[config.mk]
export PLATFORM = sky130hd
export DESIGN_NAME = alu_rs
export DESIGN_NICKNAME = d
export VERILOG_FILES = /design/src/rtl/alu_rs.sv
export SDC_FILE = /design/constraint.sdc
export NUM_CORES = 1
export LEC_CHECK = 0
export CAP_MARGIN = 40
export CORE_ASPECT_RATIO = 2
export CORE_MARGIN = 2
export CORE_UTILIZATION = 41
export DETAILED_ROUTE_END_ITERATION = 8
export PLACE_DENSITY = 0.58
export SLEW_MARGIN = 20
export SYNTH_ARGS = -nofsm -noshare
export SYNTH_HDL_FRONTEND = slang
export SYNTH_SLANG_ARGS = --single-unit
[constraint.sdc]
create_clock -name clk -period 21.5 [get_ports clk]
set_clock_uncertainty 0.1 [all_clocks]
set_input_delay 4.3 -clock clk [delete_from_list [all_inputs] [get_ports clk]]
set_output_delay 4.3 -clock clk [all_outputs]
set_load 0.1 [all_outputs]
[src/rtl/alu_rs.sv]
// ---------------------------------------------------------------------------
// alu_rs -- ALU reservation station (CDB consumer).
//
// Holds dispatched ALU ops until both source operands are known, snoops the
// common data bus for pending operands, and issues ready ops through a
// single issue register with a valid/ready handshake toward the ALU.
//
// Ports:
//   clk, rst            clock (rising edge), async active-high reset
//   flush               synchronous squash of all entries + issue register
//   disp_*              dispatch request (op, dest tag, two tagged sources)
//   disp_ready          station not full (registered state only)
//   cdb_tag/cdb_value   result broadcast; cdb_tag == NO_LOCK means idle
//   alu_*               issue register toward the ALU, alu_ready handshake
//   occupancy           number of valid entries
//
// Optional build macro RS_AGE_ORDER_EN: oldest-ready-first selection using a
// per-entry age counter. Without it the lowest-index ready entry issues.
// ---------------------------------------------------------------------------

// One station slot: op, dest tag, two tagged sources, plus optional age.
module alu_rs_entry #(
`ifdef RS_AGE_ORDER_EN
    parameter int AGE_W = 2,
`endif
    parameter int DATA_W = 32,
    parameter int TAG_W  = 4,
    parameter int OP_W   = 5,
    parameter logic [TAG_W-1:0] NO_LOCK = {TAG_W{1'b1}}
) (
    input  logic              clk,
    input  logic              rst,
    input  logic              flush,
    input  logic              wr_en,
    input  logic              clr,
    input  logic [OP_W-1:0]   wr_op,
    input  logic [TAG_W-1:0]  wr_tag,
    input  logic [TAG_W-1:0]  wr_s1_tag,
    input  logic [DATA_W-1:0] wr_s1_val,
    input  logic [TAG_W-1:0]  wr_s2_tag,
    input  logic [DATA_W-1:0] wr_s2_val,
    input  logic [TAG_W-1:0]  cdb_tag,
    input  logic [DATA_W-1:0] cdb_value,
`ifdef RS_AGE_ORDER_EN
    input  logic [AGE_W-1:0]  wr_age,
    input  logic              age_dec,
    output logic [AGE_W-1:0]  age,
`endif
    output logic              valid,
    output logic              ready,
    output logic [OP_W-1:0]   op,
    output logic [TAG_W-1:0]  tag,
    output logic [DATA_W-1:0] s1_val,
    output logic [DATA_W-1:0] s2_val
);
    logic              valid_q,  valid_d;
    logic [OP_W-1:0]   op_q,     op_d;
    logic [TAG_W-1:0]  tag_q,    tag_d;
    logic [TAG_W-1:0]  s1_tag_q, s1_tag_d;
    logic [DATA_W-1:0] s1_val_q, s1_val_d;
    logic [TAG_W-1:0]  s2_tag_q, s2_tag_d;
    logic [DATA_W-1:0] s2_val_q, s2_val_d;
    logic              cdb_live;

    assign cdb_live = (cdb_tag != NO_LOCK);

    always_comb begin
        valid_d  = valid_q;
        op_d     = op_q;
        tag_d    = tag_q;
        s1_tag_d = s1_tag_q;
        s1_val_d = s1_val_q;
        s2_tag_d = s2_tag_q;
        s2_val_d = s2_val_q;
        if (flush) begin
            valid_d = 1'b0;
        end else if (wr_en) begin
            // wr_en only targets a free slot, so it never collides with clr
            valid_d  = 1'b1;
            op_d     = wr_op;
            tag_d    = wr_tag;
            s1_tag_d = wr_s1_tag;
            s1_val_d = wr_s1_val;
            s2_tag_d = wr_s2_tag;
            s2_val_d = wr_s2_val;
        end else if (valid_q) begin
            if (clr) valid_d = 1'b0;
            if (cdb_live && s1_tag_q == cdb_tag) begin
                s1_tag_d = NO_LOCK;
                s1_val_d = cdb_value;
            end
            if (cdb_live && s2_tag_q == cdb_tag) begin
                s2_tag_d = NO_LOCK;
                s2_val_d = cdb_value;
            end
        end
    end

    always_ff @(posedge clk or posedge rst) begin
        if (rst) begin
            valid_q  <= 1'b0;
            op_q     <= '0;
            tag_q    <= NO_LOCK;
            s1_tag_q <= NO_LOCK;
            s1_val_q <= '0;
            s2_tag_q <= NO_LOCK;
            s2_val_q <= '0;
        end else begin
            valid_q  <= valid_d;
            op_q     <= op_d;
            tag_q    <= tag_d;
            s1_tag_q <= s1_tag_d;
            s1_val_q <= s1_val_d;
            s2_tag_q <= s2_tag_d;
            s2_val_q <= s2_val_d;
        end
    end

`ifdef RS_AGE_ORDER_EN
    logic [AGE_W-1:0] age_q, age_d;

    always_comb begin
        age_d = age_q;
        if (wr_en)        age_d = wr_age;
        else if (age_dec) age_d = age_q - AGE_W'(1);
    end

    always_ff @(posedge clk or posedge rst) begin
        if (rst) age_q <= '0;
        else     age_q <= age_d;
    end

    assign age = age_q;
`endif

    assign valid  = valid_q;
    assign ready  = valid_q && (s1_tag_q == NO_LOCK) && (s2_tag_q == NO_LOCK);
    assign op     = op_q;
    assign tag    = tag_q;
    assign s1_val = s1_val_q;
    assign s2_val = s2_val_q;
endmodule

module alu_rs #(
    parameter int DATA_W  = 32,
    parameter int TAG_W   = 4,
    parameter logic [TAG_W-1:0] NO_LOCK = {TAG_W{1'b1}},
    parameter int OP_W    = 5,
    parameter int ENTRIES = 4
) (
    input  logic                         clk,
    input  logic                         rst,
    input  logic                         flush,
    input  logic                         disp_valid,
    output logic                         disp_ready,
    input  logic [OP_W-1:0]              disp_op,
    input  logic [TAG_W-1:0]             disp_tag,
    input  logic [TAG_W-1:0]             disp_src1_tag,
    input  logic [DATA_W-1:0]            disp_src1_val,
    input  logic [TAG_W-1:0]             disp_src2_tag,
    input  logic [DATA_W-1:0]            disp_src2_val,
    input  logic [TAG_W-1:0]             cdb_tag,
    input  logic [DATA_W-1:0]            cdb_value,
    output logic                         alu_valid,
    input  logic                         alu_ready,
    output logic [OP_W-1:0]              alu_op,
    output logic [DATA_W-1:0]            alu_a,
    output logic [DATA_W-1:0]            alu_b,
    output logic [TAG_W-1:0]             alu_tag,
    output logic [$clog2(ENTRIES):0]     occupancy
);
    localparam int IDX_W = $clog2(ENTRIES);
    localparam int OCC_W = IDX_W + 1;

    logic [ENTRIES-1:0]             e_valid, e_ready, e_wr, e_clr;
    logic [ENTRIES-1:0][OP_W-1:0]   e_op;
    logic [ENTRIES-1:0][TAG_W-1:0]  e_tag;
    logic [ENTRIES-1:0][DATA_W-1:0] e_s1_val, e_s2_val;

    logic [OCC_W-1:0]  occ_q, occ_d;
    logic              alu_valid_q, alu_valid_d;
    logic [OP_W-1:0]   alu_op_q, alu_op_d;
    logic [DATA_W-1:0] alu_a_q, alu_a_d, alu_b_q, alu_b_d;
    logic [TAG_W-1:0]  alu_tag_q, alu_tag_d;

    logic              disp_fire, issue_load, issue_fire, any_ready;
    logic [IDX_W-1:0]  wr_idx, sel_idx;
    logic [TAG_W-1:0]  wr_s1_tag, wr_s2_tag;
    logic [DATA_W-1:0] wr_s1_val, wr_s2_val;

    assign disp_ready = (occ_q != OCC_W'(ENTRIES));
    assign disp_fire  = disp_valid && disp_ready && !flush;
    assign issue_load = !alu_valid_q || alu_ready;
    assign any_ready  = |e_ready;
    assign issue_fire = issue_load && any_ready && !flush;

    // Same-cycle bypass: a source waiting on the tag being broadcast right
    // now would otherwise miss it, since snoop only covers stored entries.
    always_comb begin
        wr_s1_tag = disp_src1_tag;
        wr_s1_val = disp_src1_val;
        wr_s2_tag = disp_src2_tag;
        wr_s2_val = disp_src2_val;
        if (disp_src1_tag != NO_LOCK && disp_src1_tag == cdb_tag) begin
            wr_s1_tag = NO_LOCK;
            wr_s1_val = cdb_value;
        end
        if (disp_src2_tag != NO_LOCK && disp_src2_tag == cdb_tag) begin
            wr_s2_tag = NO_LOCK;
            wr_s2_val = cdb_value;
        end
    end

    // Lowest-index free slot (scan downward so the lowest hit wins).
    always_comb begin
        wr_idx = '0;
        for (int i = ENTRIES - 1; i >= 0; i--)
            if (!e_valid[i]) wr_idx = IDX_W'(i);
    end

`ifdef RS_AGE_ORDER_EN
    logic [ENTRIES-1:0][IDX_W-1:0] e_age;
    logic [ENTRIES-1:0]            e_age_dec;
    logic [IDX_W-1:0]              sel_age, wr_age;
    logic                          sel_found;

    // Oldest ready entry: ages are unique among valid entries.
    always_comb begin
        sel_idx   = '0;
        sel_age   = '0;
        sel_found = 1'b0;
        for (int i = 0; i < ENTRIES; i++) begin
            if (e_ready[i] && (!sel_found || e_age[i] < sel_age)) begin
                sel_found = 1'b1;
                sel_idx   = IDX_W'(i);
                sel_age   = e_age[i];
            end
        end
    end

    // New arrival lands behind every entry that survives this edge.
    assign wr_age = IDX_W'(occ_q - OCC_W'(issue_fire));

    always_comb begin
        for (int i = 0; i < ENTRIES; i++)
            e_age_dec[i] = issue_fire && e_valid[i] && (e_age[i] > sel_age);
    end
`else
    always_comb begin
        sel_idx = '0;
        for (int i = ENTRIES - 1; i >= 0; i--)
            if (e_ready[i]) sel_idx = IDX_W'(i);
    end
`endif

    for (genvar g = 0; g < ENTRIES; g++) begin : g_ent
        assign e_wr[g]  = disp_fire  && (wr_idx  == IDX_W'(g));
        assign e_clr[g] = issue_fire && (sel_idx == IDX_W'(g));

        alu_rs_entry #(
`ifdef RS_AGE_ORDER_EN
            .AGE_W   (IDX_W),
`endif
            .DATA_W  (DATA_W),
            .TAG_W   (TAG_W),
            .OP_W    (OP_W),
            .NO_LOCK (NO_LOCK)
        ) u_ent (
            .clk       (clk),
            .rst       (rst),
            .flush     (flush),
            .wr_en     (e_wr[g]),
            .clr       (e_clr[g]),
            .wr_op     (disp_op),
            .wr_tag    (disp_tag),
            .wr_s1_tag (wr_s1_tag),
            .wr_s1_val (wr_s1_val),
            .wr_s2_tag (wr_s2_tag),
            .wr_s2_val (wr_s2_val),
            .cdb_tag   (cdb_tag),
            .cdb_value (cdb_value),
`ifdef RS_AGE_ORDER_EN
            .wr_age    (wr_age),
            .age_dec   (e_age_dec[g]),
            .age       (e_age[g]),
`endif
            .valid     (e_valid[g]),
            .ready     (e_ready[g]),
            .op        (e_op[g]),
            .tag       (e_tag[g]),
            .s1_val    (e_s1_val[g]),
            .s2_val    (e_s2_val[g])
        );
    end

    // Issue register: a stalled op holds every alu_* output.
    always_comb begin
        alu_valid_d = alu_valid_q;
        alu_op_d    = alu_op_q;
        alu_a_d     = alu_a_q;
        alu_b_d     = alu_b_q;
        alu_tag_d   = alu_tag_q;
        if (flush) begin
            alu_valid_d = 1'b0;
        end else if (issue_load) begin
            alu_valid_d = any_ready;
            if (any_ready) begin
                alu_op_d  = e_op[sel_idx];
                alu_a_d   = e_s1_val[sel_idx];
                alu_b_d   = e_s2_val[sel_idx];
                alu_tag_d = e_tag[sel_idx];
            end
        end
    end

    always_comb begin
        occ_d = occ_q;
        if (flush) begin
            occ_d = '0;
        end else begin
            case ({disp_fire, issue_fire})
                2'b10:   occ_d = occ_q + OCC_W'(1);
                2'b01:   occ_d = occ_q - OCC_W'(1);
                default: occ_d = occ_q;
            endcase
        end
    end

    always_ff @(posedge clk or posedge rst) begin
        if (rst) begin
            occ_q       <= '0;
            alu_valid_q <= 1'b0;
            alu_op_q    <= '0;
            alu_a_q     <= '0;
            alu_b_q     <= '0;
            alu_tag_q   <= NO_LOCK;
        end else begin
            occ_q       <= occ_d;
            alu_valid_q <= alu_valid_d;
            alu_op_q    <= alu_op_d;
            alu_a_q     <= alu_a_d;
            alu_b_q     <= alu_b_d;
            alu_tag_q   <= alu_tag_d;
        end
    end

    assign alu_valid = alu_valid_q;
    assign alu_op    = alu_op_q;
    assign alu_a     = alu_a_q;
    assign alu_b     = alu_b_q;
    assign alu_tag   = alu_tag_q;
    assign occupancy = occ_q;
endmodule

==> run_results.csv <==
group,metric,value,unit
run_status,status,"finished with violations",
run_status,violations,"DRC",
detailed_routing,drt-pass1-iter-count,9,
worst_setup_path,max_stage_delay,0.68,ns
final_layout,nets,2330,
yosys,synth_top_family_by_area,"compound AO/OA/AOI/OAI gates",
yosys,synth_fa_ha_area_frac,0.00100,
floorplanning,start_util,0.415,
detailed_routing,wl_per_cell,24.2,um
global_routing,grtUsageTotal,0.271,
clock_network,cts_buffer_depth,3,
timing,grt_setup_unrepaired,"false",
clock_network,cts_buffers,40,
final_layout,syn2layout_area_growth,26.7,%
worst_setup_path,path_delay_family,"buffers and inverters",
yosys,syn_inst,1996,
timing,worst_pin_slew,0.966,ns
timing,layout_min_cycle_time,7.34,ns
detailed_routing,drcViolationCount,7,
yosys,synth_edf_count,0,
place,place.detailed.hpwl,43.1,mm
worst_setup_path,r2r_slack,17.90,ns
timing,final_hold_viol_count,0,
power_and_ir_drop,p_total,3.20,mW
clock_network,cts_tree,"done",
timing,fmax,136,MHz
worst_setup_path,crit_chain,"clkdlybuf4s50_1 > inv_8 > buf_16 > buf_4 > buf_16 > buf_4 > buf_12",
worst_setup_path,path_buf_inv,7,
global_routing,grt_pass1_vias,18287,
place,io_buffers,199,
worst_setup_path,cp-end-kind,"asynchronous set/reset pin",
global_routing,grt_pass1_wl,107,mm
yosys,yosysSeqAreaShare,0.510,
timing,setup_viol,0,
worst_setup_path,slowest_stage,"buf_12",
place,placed_area,24100,um^2
floorplanning,ioPinCount,200,
floorplanning,core.rowCount,114,
final_layout,final_cell_area,25300,um^2
yosys,ys_warn_count,0,
yosys,post_synth_and_or_nand_nor_area_fraction,0.107,
final_layout,diodes,0,
clock_network,root_buffer,"clkbuf_16",
yosys,ys_types,58,
detailed_routing,drt_iter0_drc,1832,
place,place_congestion,0.880,
worst_setup_path,crit_required,21.93,ns
yosys,ys_async_sr_fraction,1.00,
clock_network,hold_buffers,0,
worst_hold_path,hold_class,"flop to flop",
clock_network,post_cts_resized,0,
timing,post-route-period-util,0.341,
global_routing,grt_max_degree,170,
yosys,ys.flop_type,"dfrtp_1",
detailed_routing,ant_nets,0,
timing,slew_viol_final,0,
yosys,netlist_top_cells_area,"dfrtp_1 (44%), dfstp_2 (6.8%), a222oi_1 (6.4%)",
clock_network,ctsHtreeMaxLevel,2,
final_layout,fill_cells,4418,
job,max_cap_viol_count,0,
detailed_routing,vias,17320,
yosys,yosysTopAreaCell,"dfrtp_1",
worst_setup_path,worstPathMaxFanout,169,
timing,tns,0,ns
floorplanning,core-area,48200,um^2
yosys,post-synth-top-area-fraction,0.442,
detailed_routing,wl,69.4,mm
yosys,netlist_area,20000,um^2
clock_network,cts_setup_buffers,0,
clock_network,clkSlewWorstSetupHoldPaths,0.06,ns
worst_setup_path,worstSetupStartpointType,"input port",
yosys,synthMuxAreaShare,0.0796,
timing,relSlewSlack,0.356,
place,place_inst,2800,
yosys,ys_seq_elements,405,
global_routing,grt_overflow,0,
clock_network,numClockSinks,405,
power_and_ir_drop,pwr_density_cell,126,nW/um^2
floorplanning,fp.dieW,160,um
yosys,synth_compound_area_frac,0.194,
clock_network,insertion_delay,0.55,ns
yosys,avgSynthCellArea,10.0,um^2
floorplanning,die_area,50700,um^2
global_routing,antenna_found_initial,0,
power_and_ir_drop,vdd_drop_max,89.4,uV
worst_setup_path,cp.arrival,7.77,ns
final_layout,stdcell_count,2868,
detailed_routing,viasPerCell,6.04,
yosys,synthXorXnorAreaFrac,0.0175,
floorplanning,fp.dieH,316,um
yosys,syn_nets,2119,
timing,hold_slack,0.359,ns
power_and_ir_drop,p_leak,11.6,nW
worst_setup_path,path_class,"input port to asynchronous set/reset pin",
final_layout,drive_gt1_frac,0.158,
-- layer usage --
metal / wire length, um / GRT usage / up-vias
met5: 0 / 0 / -
met4: 3100 / 0.128 / 0
met3: 4440 / 0.0326 / 183
met2: 35800 / 0.490 / 868
met1: 26100 / 0.322 / 8704
li1: - / - / 7565
-- cells in the mapped netlist (5+ instances only) --
| library cell | number |
|---|---|
| buf_6 | 17 |
| mux2_2 | 82 |
| o21ai_2 | 6 |
| buf_1 | 11 |
| nand4_1 | 5 |
| buf_4 | 15 |
| buf_2 | 74 |
| nor2_1 | 35 |
| clkbuf_1 | 36 |
| nand3_1 | 158 |
| nor3_1 | 5 |
| mux2i_1 | 64 |
| nand2_1 | 219 |
| dfrtp_1 | 353 |
| dfstp_2 | 52 |
| inv_1 | 244 |
| nor4_1 | 9 |
| or3_1 | 5 |
| a211o_1 | 73 |
| a22oi_1 | 24 |
| o22a_1 | 8 |
| xnor2_1 | 16 |
| a222oi_1 | 128 |
| a21oi_1 | 214 |
| xor2_1 | 24 |
| o22ai_1 | 64 |
-- worst min-delay path, stage by stage (launching register included) --
cell and delay, ns:
dfstp_2 0.37, nand2_1 0.05, nand2_1 0.04
-- power by group --
group | internal [mW] | total [mW] | switching, mW
logic | 0.542 | 1.36 | 0.821
registers | 1.00 | 1.15 | 0.146
clock network | 0.390 | 0.687 | 0.297
-- placed cells by master, fill, tap and decap left out, drive strengths merged, types with 52 or more instances in the layout --
cell type      netlist  final
buf                121    127
a222oi             128    128
mux2i               66     66
a21oi              218    218
o22ai               64     64
clkdlybuf4s50        0    199
nand2              219    219
a211o               73     73
nand3              159    159
clkbuf              36     59
dfrtp              353    353
inv                244    244
mux2                82     82
dfstp               52     52
-- layout make-up --
| cell class | instances | area [um^2] | area share |
|---|---|---|---|
| flip-flops and latches | 405 | 10200 | 0.402 |
| multi-input cells | 1190 | 8210 | 0.324 |
| repair buffers | 326 | 3990 | 0.157 |
| clock buffers | 59 | 1140 | 0.0451 |
| inverters | 244 | 923 | 0.0364 |
| well taps | 638 | 798 | 0.0315 |
| clock inverters | 6 | 83.8 | 0.00331 |
-- sequential cells by signal (all words and copies together) (netlist names) --
name / cells
g_ent.u_ent.s2_val: 128
alu_op: 5
alu_tag: 4
g_ent.u_ent.s2_tag_q: 16
g_ent.u_ent.valid: 4
g_ent.u_ent.s1_tag_q: 16
alu_a: 32
g_ent.u_ent.op: 20
occupancy: 3
g_ent.u_ent.s1_val: 128
alu_valid: 1
g_ent.u_ent.tag: 16
alu_b: 32
-- final timing paths --
check | from | end | depth (start not counted)
min reg2reg | g_ent[1].u_ent.tag[3]$_DFFE_PP1P_ | g_ent[1].u_ent.tag[3]$_DFFE_PP1P_ | 2
max in group clk | cdb_tag[1] | g_ent[3].u_ent.s1_val[15]$_DFFE_PP0P_ | 7
max | rst | occupancy[0]$_DFFE_PP0P_ | 7
min | g_ent[1].u_ent.tag[3]$_DFFE_PP1P_ | g_ent[1].u_ent.tag[3]$_DFFE_PP1P_ | 2
min in group asynchronous | rst | g_ent[0].u_ent.s2_val[13]$_DFFE_PP0P_ | 2
max reg2reg | g_ent[3].u_ent.s2_tag_q[2]$_DFFE_PP1P_ | alu_b[11]$_DFFE_PP0P_ | 7
-- stage by stage --
stage | setup slack [ns] | utilization
after floorplan | 5.92 | -
after global placement | 13.42 | 0.464
after detailed placement | 13.49 | 0.499
after CTS | 14.06 | 0.525
after global routing | 13.79 | 0.526
final | 14.16 | 0.526
-- logic make-up (layout without fill, tap and decap cells) --
| family | Yosys count | in the layout |
|---|---|---|
| simple gates | 461 | 461 |
| compound gates | 540 | 540 |
| buf+inv | 401 | 635 |
| flops | 405 | 405 |
| xor+xnor | 40 | 40 |
| fa+ha+maj | 1 | 1 |
| mux | 148 | 148 |
(Power assumes the default switching activity.)
